--- src/rtl/addsub_entry_ctrl.sv ---
// addsub_entry_ctrl: operand entry and add/subtract front end.
// Four raw buttons are synchronised, debounced and edge-detected into
// one-cycle action pulses. A small FSM loads two signed 8-bit operands,
// toggles add/subtract and computes a 9-bit signed result. Registered
// hex value (x) and per-digit minus flags (neg) feed the display driver.
module addsub_entry_ctrl #(
  parameter logic [19:0] DEB_CYCLES = 20'd500000
) (
  input  logic        CLK,
  input  logic        RST,
  input  logic [7:0]  SW,
  input  logic        BTN_A,
  input  logic        BTN_B,
  input  logic        BTN_OP,
  input  logic        BTN_EQ,
  output logic [15:0] x,
  output logic [3:0]  neg,
  output logic        OP_SUB
);

  // Last counter value before a level change is accepted.
  localparam logic [19:0] DEB_LAST = DEB_CYCLES - 20'd1;

  // Button bit positions inside the packed button vectors.
  localparam int BI_A  = 0;
  localparam int BI_B  = 1;
  localparam int BI_OP = 2;
  localparam int BI_EQ = 3;

  typedef enum logic [1:0] {
    ST_ENTRY  = 2'd0,
    ST_CALC   = 2'd1,
    ST_RESULT = 2'd2
  } state_t;

  // Magnitude of an 8-bit two's-complement value; -128 maps to 8'h80.
  function automatic logic [7:0] mag8(input logic [7:0] v);
    logic [7:0] m;
    if (v[7]) begin
      m = ~v + 8'd1;
    end else begin
      m = v;
    end
    return m;
  endfunction

  // Magnitude of a 9-bit two's-complement value; -256 maps to 9'h100.
  function automatic logic [8:0] mag9(input logic [8:0] v);
    logic [8:0] m;
    if (v[8]) begin
      m = ~v + 9'd1;
    end else begin
      m = v;
    end
    return m;
  endfunction

  logic [3:0] w_btn_raw;
  logic [3:0] r_sync1;
  logic [3:0] r_sync2;
  logic [3:0] w_deb;
  logic [3:0] r_deb_d;
  logic [3:0] w_pulse;

  logic       w_act_a;
  logic       w_act_b;
  logic       w_act_op;
  logic       w_act_eq;

  state_t     r_state;
  state_t     w_state_nxt;
  logic [7:0] r_a;
  logic [7:0] r_b;
  logic       r_op;
  logic [7:0] w_a_nxt;
  logic [7:0] w_b_nxt;
  logic       w_op_nxt;

  logic [8:0] w_ext_a;
  logic [8:0] w_ext_b;
  logic [8:0] w_res;

  assign w_btn_raw = {BTN_EQ, BTN_OP, BTN_B, BTN_A};

  // Two-flop synchroniser for all four raw buttons.
  always_ff @(posedge CLK) begin
    if (RST) begin
      r_sync1 <= 4'b0000;
      r_sync2 <= 4'b0000;
    end else begin
      r_sync1 <= w_btn_raw;
      r_sync2 <= r_sync1;
    end
  end

  // One debouncer per button: the accepted level follows the synchronised
  // input only after it has differed for DEB_CYCLES consecutive cycles.
  for (genvar g = 0; g < 4; g++) begin : g_deb
    logic        r_deb;
    logic [19:0] r_cnt;

    // Count consecutive disagreeing cycles; any bounce restarts the count.
    always_ff @(posedge CLK) begin
      if (RST) begin
        r_deb <= 1'b0;
        r_cnt <= 20'd0;
      end else if (r_sync2[g] == r_deb) begin
        r_cnt <= 20'd0;
      end else if (r_cnt >= DEB_LAST) begin
        r_deb <= r_sync2[g];
        r_cnt <= 20'd0;
      end else begin
        r_cnt <= r_cnt + 20'd1;
      end
    end

    assign w_deb[g] = r_deb;
  end

  // Delayed copy of the debounced levels for rising-edge detection.
  always_ff @(posedge CLK) begin
    if (RST) begin
      r_deb_d <= 4'b0000;
    end else begin
      r_deb_d <= w_deb;
    end
  end

  assign w_pulse = w_deb & ~r_deb_d;

  // Same-cycle pulses resolve as EQ > A > B > OP; losers are dropped.
  always_comb begin
    w_act_eq = w_pulse[BI_EQ];
    w_act_a  = w_pulse[BI_A]  & ~w_pulse[BI_EQ];
    w_act_b  = w_pulse[BI_B]  & ~w_pulse[BI_EQ] & ~w_pulse[BI_A];
    w_act_op = w_pulse[BI_OP] & ~w_pulse[BI_EQ] & ~w_pulse[BI_A] & ~w_pulse[BI_B];
  end

  // Sign-extended operands and the 9-bit result; the range -256..+255
  // always fits, so modulo-512 arithmetic is exact.
  always_comb begin
    w_ext_a = {r_a[7], r_a};
    w_ext_b = {r_b[7], r_b};
    if (r_op) begin
      w_res = w_ext_a - w_ext_b;
    end else begin
      w_res = w_ext_a + w_ext_b;
    end
  end

  // Next state and operand values; pulses arriving in CALC are ignored.
  always_comb begin
    w_state_nxt = r_state;
    w_a_nxt     = r_a;
    w_b_nxt     = r_b;
    w_op_nxt    = r_op;
    case (r_state)
      ST_ENTRY, ST_RESULT: begin
        if (w_act_eq) begin
          w_state_nxt = ST_CALC;
        end else if (w_act_a) begin
          w_a_nxt     = SW;
          w_state_nxt = ST_ENTRY;
        end else if (w_act_b) begin
          w_b_nxt     = SW;
          w_state_nxt = ST_ENTRY;
        end else if (w_act_op) begin
          w_op_nxt    = ~r_op;
          w_state_nxt = ST_ENTRY;
        end else begin
          w_state_nxt = r_state;
        end
      end
      ST_CALC: begin
        w_state_nxt = ST_RESULT;
      end
      default: begin
        w_state_nxt = ST_ENTRY;
      end
    endcase
  end

  // State, operand and operation registers.
  always_ff @(posedge CLK) begin
    if (RST) begin
      r_state <= ST_ENTRY;
      r_a     <= 8'h00;
      r_b     <= 8'h00;
      r_op    <= 1'b0;
    end else begin
      r_state <= w_state_nxt;
      r_a     <= w_a_nxt;
      r_b     <= w_b_nxt;
      r_op    <= w_op_nxt;
    end
  end

  // Display registers, updated on the same edge as the state they reflect.
  always_ff @(posedge CLK) begin
    if (RST) begin
      x   <= 16'h0000;
      neg <= 4'b0000;
    end else begin
      case (w_state_nxt)
        ST_ENTRY: begin
          x   <= {mag8(w_a_nxt), mag8(w_b_nxt)};
          neg <= {w_a_nxt[7], 1'b0, w_b_nxt[7], 1'b0};
        end
        ST_RESULT: begin
          if (r_state == ST_CALC) begin
            x   <= {7'b0000000, mag9(w_res)};
            neg <= {w_res[8], 3'b000};
          end else begin
            x   <= x;
            neg <= neg;
          end
        end
        ST_CALC: begin
          x   <= x;
          neg <= neg;
        end
        default: begin
          x   <= x;
          neg <= neg;
        end
      endcase
    end
  end

  assign OP_SUB = r_op;

endmodule
--- config.mk ---
export PLATFORM = sky130hd
export DESIGN_NAME = addsub_entry_ctrl
export DESIGN_NICKNAME = d
export VERILOG_FILES = /design/src/rtl/addsub_entry_ctrl.sv
export SDC_FILE = /design/constraint.sdc
export NUM_CORES = 1
export LEC_CHECK = 0
export CAP_MARGIN = 20
export CORE_MARGIN = 2
export CORE_UTILIZATION = 50
export DETAILED_ROUTE_END_ITERATION = 16
export PLACE_DENSITY_LB_ADDON = 0.12
export SLEW_MARGIN = 20
export SYNTH_ARGS = -nofsm -noshare
export SYNTH_HDL_FRONTEND = slang
export SYNTH_SLANG_ARGS = --single-unit
--- constraint.sdc ---
create_clock -name CLK -period 3.07 [get_ports CLK]
set_input_delay 0.614 -clock CLK [delete_from_list [all_inputs] [get_ports CLK]]
set_output_delay 0.614 -clock CLK [all_outputs]
set_load 0.005 [all_outputs]
; ---- After elaboration in Yosys (flattened, before gate mapping)
; Index checks and enable logic that the tools add are counted.
[word_totals]
ff_bits = 135
output_inout_bits = 21
inputBits = 14
word_cells = 93
[op_classes]
eq_ne = 8
n_mux = 20
reduce_logical = 14
add_sub_neg = 9
n_bitwise = 21
magnitude_cmp = 4
[ops]
columns = cell, n
row1 = $add 20x1->20 const B, 4
row2 = $ge 20x19->1 const B, 4
row3 = $mux 8, 9
row4 = $pmux 16 s2, 1
row5 = $mux 9, 2
row6 = $add 8x1->8 const B, 2
row7 = $mux 16, 1
row8 = $not 8->8, 2
row9 = $reduce_or 3->1, 4
row10 = $not 1->1, 10
row11 = $reduce_and 2->1, 5
row12 = $add 8x8->9, 1
row13 = $add 9x1->9 const B, 1
row14 = $not 9->9, 1
row15 = $sub 8x8->9, 1
row16 = $mux 2, 4
row17 = $pmux 4 s2, 1
row18 = $and 1x1->1, 6
row19 = $reduce_and 5->1, 1
row20 = $and 4x4->4, 1
row21 = $eq 1x1->1, 4
row22 = $eq 2x2->1 const B, 2
row23 = $logic_not 2->1, 2
row24 = $mux 4, 1
row25 = 6 further kinds, 6

; ---- Logic depth before layout (Yosys ltp)
[logic_depth]
ltp_word = 14
depth_mapped = 13
ltp_nobuf = 12

; ---- Worst setup path after synthesis
; No wires, ideal clock.
[synth_path]
path_kind = register to register
start = register r_b[2]
end = register x[4]
setup_time_ps = 79
required_time_ps = 2991
n_path_buf = 1
path_stages_with_launch = 13
synth_period_minus_slack_ps = 3009
t_arrival_ps = 2930
slack_ps = 61
cell_sequence = dfxtp_1 or3_1 nor3_1 nor2_1 xnor2_1 ha_1 a21oi_1 a21oi_1 or3b_1 buf_6 and2_4 or4b_1 o211ai_1
[synth_via]
elab_chain_cells = 8
elab_cells_between_ends = 15
classes_between = add/sub: 4 / mux: 9 / bitwise: 2
[synth_rtl]
columns = element, line_no
row1 = "start, declared", 73  ; logic [7:0] r_b;
row2 = "start signal, assigned", 193  ; r_b <= w_b_nxt;
row3 = "parallel branches: the longest is 7 deep, another holds $add 8x8->9", -
row4 = $pmux 16 s2 *, 204  ; case (w_state_nxt)
row5 = "end signal, assigned", 206  ; x <= {mag8(w_a_nxt), mag8(w_b_nxt)};
row6 = "end signal, assigned", 211  ; x <= {7'b0000000, mag9(w_res)};
row7 = "end, declared", 16  ; output logic [15:0] x,
; Every way passes the cells marked *. The select of a mux whose other input is x is not followed.
; A chain may end at the register's enable or synchronous reset.

; ---- Worst setup path after layout
[layout_path]
start = register r_b[0]
end = register x[8]
[layout_via]
elab_chain_cells = 7
elab_cells_between_ends = 8
classes_between = add/sub: 3 / mux: 4 / bitwise: 1
[layout_rtl]
columns = element, line_no
row1 = $add 8x8->9 / $sub 8x8->9 (equally long branches), "147, 145"
row2 = $mux 9 *, 144  ; if (r_op) begin
row3 = $not 9->9, 51  ; m = ~v + 9'd1;
row4 = $add 9x1->9, 51
row5 = $mux 9 *, 50  ; if (v[8]) begin
row6 = $mux 16 *, 210  ; if (r_state == ST_CALC) begin
row7 = $pmux 16 s2 *, 204
; Mark *: on every way between the ends. The rest lies on a longest branch, timed or not. The select of a mux whose other input is x is not followed.

==> flow_metrics.env <==
export IMPL_status="completed"
export IMPL_hold_class="reg2reg"
export IMPL_cts_sinks=133
export IMPL_first_iter_violations=361
export IMPL_wl_met3_um=535
export IMPL_reg2reg_to="x[8]"
export IMPL_worst_slew_pin_slew_ps=689
export IMPL_grt_start_max_net_pins=39
export IMPL_htree_levels=4
export IMPL_finalMaxSlewViolations=0
export IMPL_fp_dieW_um=117
export IMPL_hold_depth=1
export IMPL_pre_cts_ws_ps=34.0
export IMPL_maxCapViolations=0
export IMPL_avgSynthCellArea_sq_um=8.62
export IMPL_setup_worst_path_start_class="flip-flop"
export IMPL_relSlewSlack_pct=54.0
export IMPL_utilization_pct=60.3
export IMPL_min_to="r_sync2[3]"
export IMPL_core_area_sq_um=12600
export IMPL_synth_warnings=0
export IMPL_dieArea_sq_um=13700
export IMPL_antenna_found_initial=0
export IMPL_synth_top_cell_area_share_pct=41.6
export IMPL_gp_congestion=0.897
export IMPL_drt_vias_per_instance=5.34
export IMPL_setup_violations=0
export IMPL_vias=5168
export IMPL_synth_main_ff_cell="dfxtp_1"
export IMPL_ys_seq_area_share_pct=41.6
export IMPL_die_y_um=117
export IMPL_firstDrtPassIters=5
export IMPL_post_place_cells=937
export IMPL_gr_total_overflow=0
export IMPL_io_buffer_count=32
export IMPL_numCtsBuffers=17
export IMPL_clk_path_buf_depth=2
export IMPL_drive_gt1_share_pct=8.29
export IMPL_cts_tree="yes"
export IMPL_cts_root_buffer="clkbuf_16"
export IMPL_synthArstFlopShare_pct=0
export IMPL_dpl_hpwl_um=9970
export IMPL_skew_ps=7.58
export IMPL_detail_route_antenna_nets=0
export IMPL_synth_edf_count=0
export IMPL_layout_nets=815
export IMPL_wl_met1_um=6240
export IMPL_r2r_slack_ps=90
export IMPL_clock_latency_ps=410
export IMPL_end_kind="flip-flop"
export IMPL_hold_viol=0
export IMPL_maxUsedRoutingLayer="met4"
export IMPL_std_cell_rows=41
export IMPL_ctsHoldBuffers=0
export IMPL_wire_per_inst_um=14.1
export IMPL_initial_utilization_pct=50.9
export IMPL_path_class="reg2reg"
export IMPL_ff2ff_path_depth=12
export IMPL_synth_area_leaders="dfxtp_1, nor2_1, xor2_1"
export IMPL_clkTransAtPathRegs_ps=60
export IMPL_ys_types=57
export IMPL_drc=0
export IMPL_vdd_drop_max_mv=0.382
export IMPL_arrival_ps=3320
export IMPL_rsz0062_at_grt="true"
export IMPL_slowest_delay_ps=390
export IMPL_layout_common_cells="dfxtp_1, nor2_1, nand2_1, xor2_1, xnor2_1"
export IMPL_yosys_register_bits=133
export IMPL_min_period_over_period_pct=97.0
export IMPL_reg2reg_from="r_b[0]"
export IMPL_worstPathMaxFanout=5
export IMPL_power_density_nw_per_um2=562
export IMPL_first_global_vias=4852
export IMPL_area_growth_pct=18.4
export IMPL_syn_inst=743
export IMPL_setup_slack_ps=93.5
export IMPL_wl_met2_um=6500
export IMPL_hp_start="r_sync1[3]"
export IMPL_yosys_area_top_type="dfxtp_1"
export IMPL_grt_first_pass_wirelength_um=22600
export IMPL_period_minus_slack_ps=2980
export IMPL_synthesis_area_sq_um=6400
export IMPL_totalWireLength_um=13600
export IMPL_io_pin_count=35
export IMPL_path_cells="inv_1, ha_1, mux2_2, inv_1, ha_1, nor2b_1, o2111ai_1, nand3b_1, xnor2_1, nand4_1, or3_1, a21oi_1"
export IMPL_required_ps=3410
export IMPL_fmax_mhz=336
export IMPL_p_leak_nw=2.76
export IMPL_slowest_stage="xnor2_1"
export IMPL_final_cell_count_no_fill=968
export IMPL_grt_use_total_pct=21.1
export IMPL_n_antenna_cell=0
==> cells in the mapped netlist (15+ instances only) <==
master and instances:
ha_1 16, a21oi_1 28, nor2b_1 25, nand3_1 32
nor2_1 131, nand2_1 65, inv_1 15, clkbuf_1 18
mux2i_1 19, dfxtp_1 133, and3_1 16, xnor2_1 46
xor2_1 53
==> flip-flops by register name, indices dropped and copies added (netlist names) <==
| signal | count |
|---|---|
| r_state | 2 |
| r_b | 8 |
| r_deb_d | 4 |
| r_sync2 | 4 |
| neg | 2 |
| OP_SUB | 1 |
| g_deb.r_deb | 4 |
| r_sync1 | 4 |
| x | 16 |
| g_deb.r_cnt | 80 |
| r_a | 8 |
==> how the worst max path moves through the flow <==
stage	start	cells past startpoint	to	slack (ps)
after global routing	r_b[0]	12	x[8]	-50
after global placement	r_b[1]	11	x[4]	130
after CTS	r_b[1]	11	x[4]	10
after detailed placement	r_b[1]	11	x[4]	30
after floorplan	r_b[2]	12	x[4]	60
final	r_b[0]	12	x[8]	90
==> logic make-up after synthesis <==
group | Yosys count | share of synthesized area, %
xor+xnor | 99 | 13.5
fa+ha+maj | 17 | 3.44
other cells | 1 | 0.0586
compound gates | 91 | 9.67
mux | 21 | 3.32
buf+inv | 43 | 2.87
flops | 133 | 41.6
simple gates | 338 | 25.5
==> final cells by class <==
cell class	instances	area (sq um)
Fill cell	1098	4990
Multi-Input combinational cell	572	3620
Sequential cell	133	2670
Clock buffer	19	453
Timing Repair Buffer	45	413
Tap cell	172	215
Clock inverter	12	154
Inverter	15	56.3
==> critical path: cells and delay by family, from the launching register on <==
kind / cells / cell delay, ps
AND/OR/NAND/NOR: 4 / 820
adder cells (fa/ha/maj): 2 / 500
AO/OA/AOI/OAI: 2 / 410
XOR/XNOR: 1 / 390
flip-flops: 1 / 360
multiplexers: 1 / 300
buffers and inverters: 2 / 120
==> power breakdown <==
group | leakage [nW] | internal, mW | switching, mW | total (mW)
sequential | 1.08 | 1.75 | 0.0188 | 1.77
clock | 0.291 | 1.31 | 0.743 | 2.06
combinational | 1.39 | 0.195 | 0.238 | 0.433
==> layer usage <==
metal | up-vias | GRT usage (%)
met4 | 0 | 8.78
li1 | 2618 | -
met3 | 26 | 6.39
met1 | 2426 | 26.4
met2 | 98 | 34.0
met5 | - | 0
==> per-stage QoR <==
| stage | hold WS, ps | setup TNS (ps) | total power, mW | area (sq um) |
|---|---|---|---|---|
| 2_1_floorplan | 413 | 0 | 2.10 | 6420 |
| 3_3_place_gp | 426 | 0 | 2.20 | 6930 |
| 3_5_place_dp | 431 | 0 | 2.22 | 6930 |
| 4_1_cts | 446 | 0 | 4.28 | 7530 |
| 5_1_grt | 454 | -64.8 | 4.43 | 7580 |
| 6_report | 443 | 0 | 4.26 | 7580 |
==> repair_timing <==
item                                   CTS  global route
gates resized for setup                  0            11
setup endpoints to repair                0             9
endpoints found under the hold margin    0             0
buffers inserted                         0             0
(Power assumes the default switching activity.)
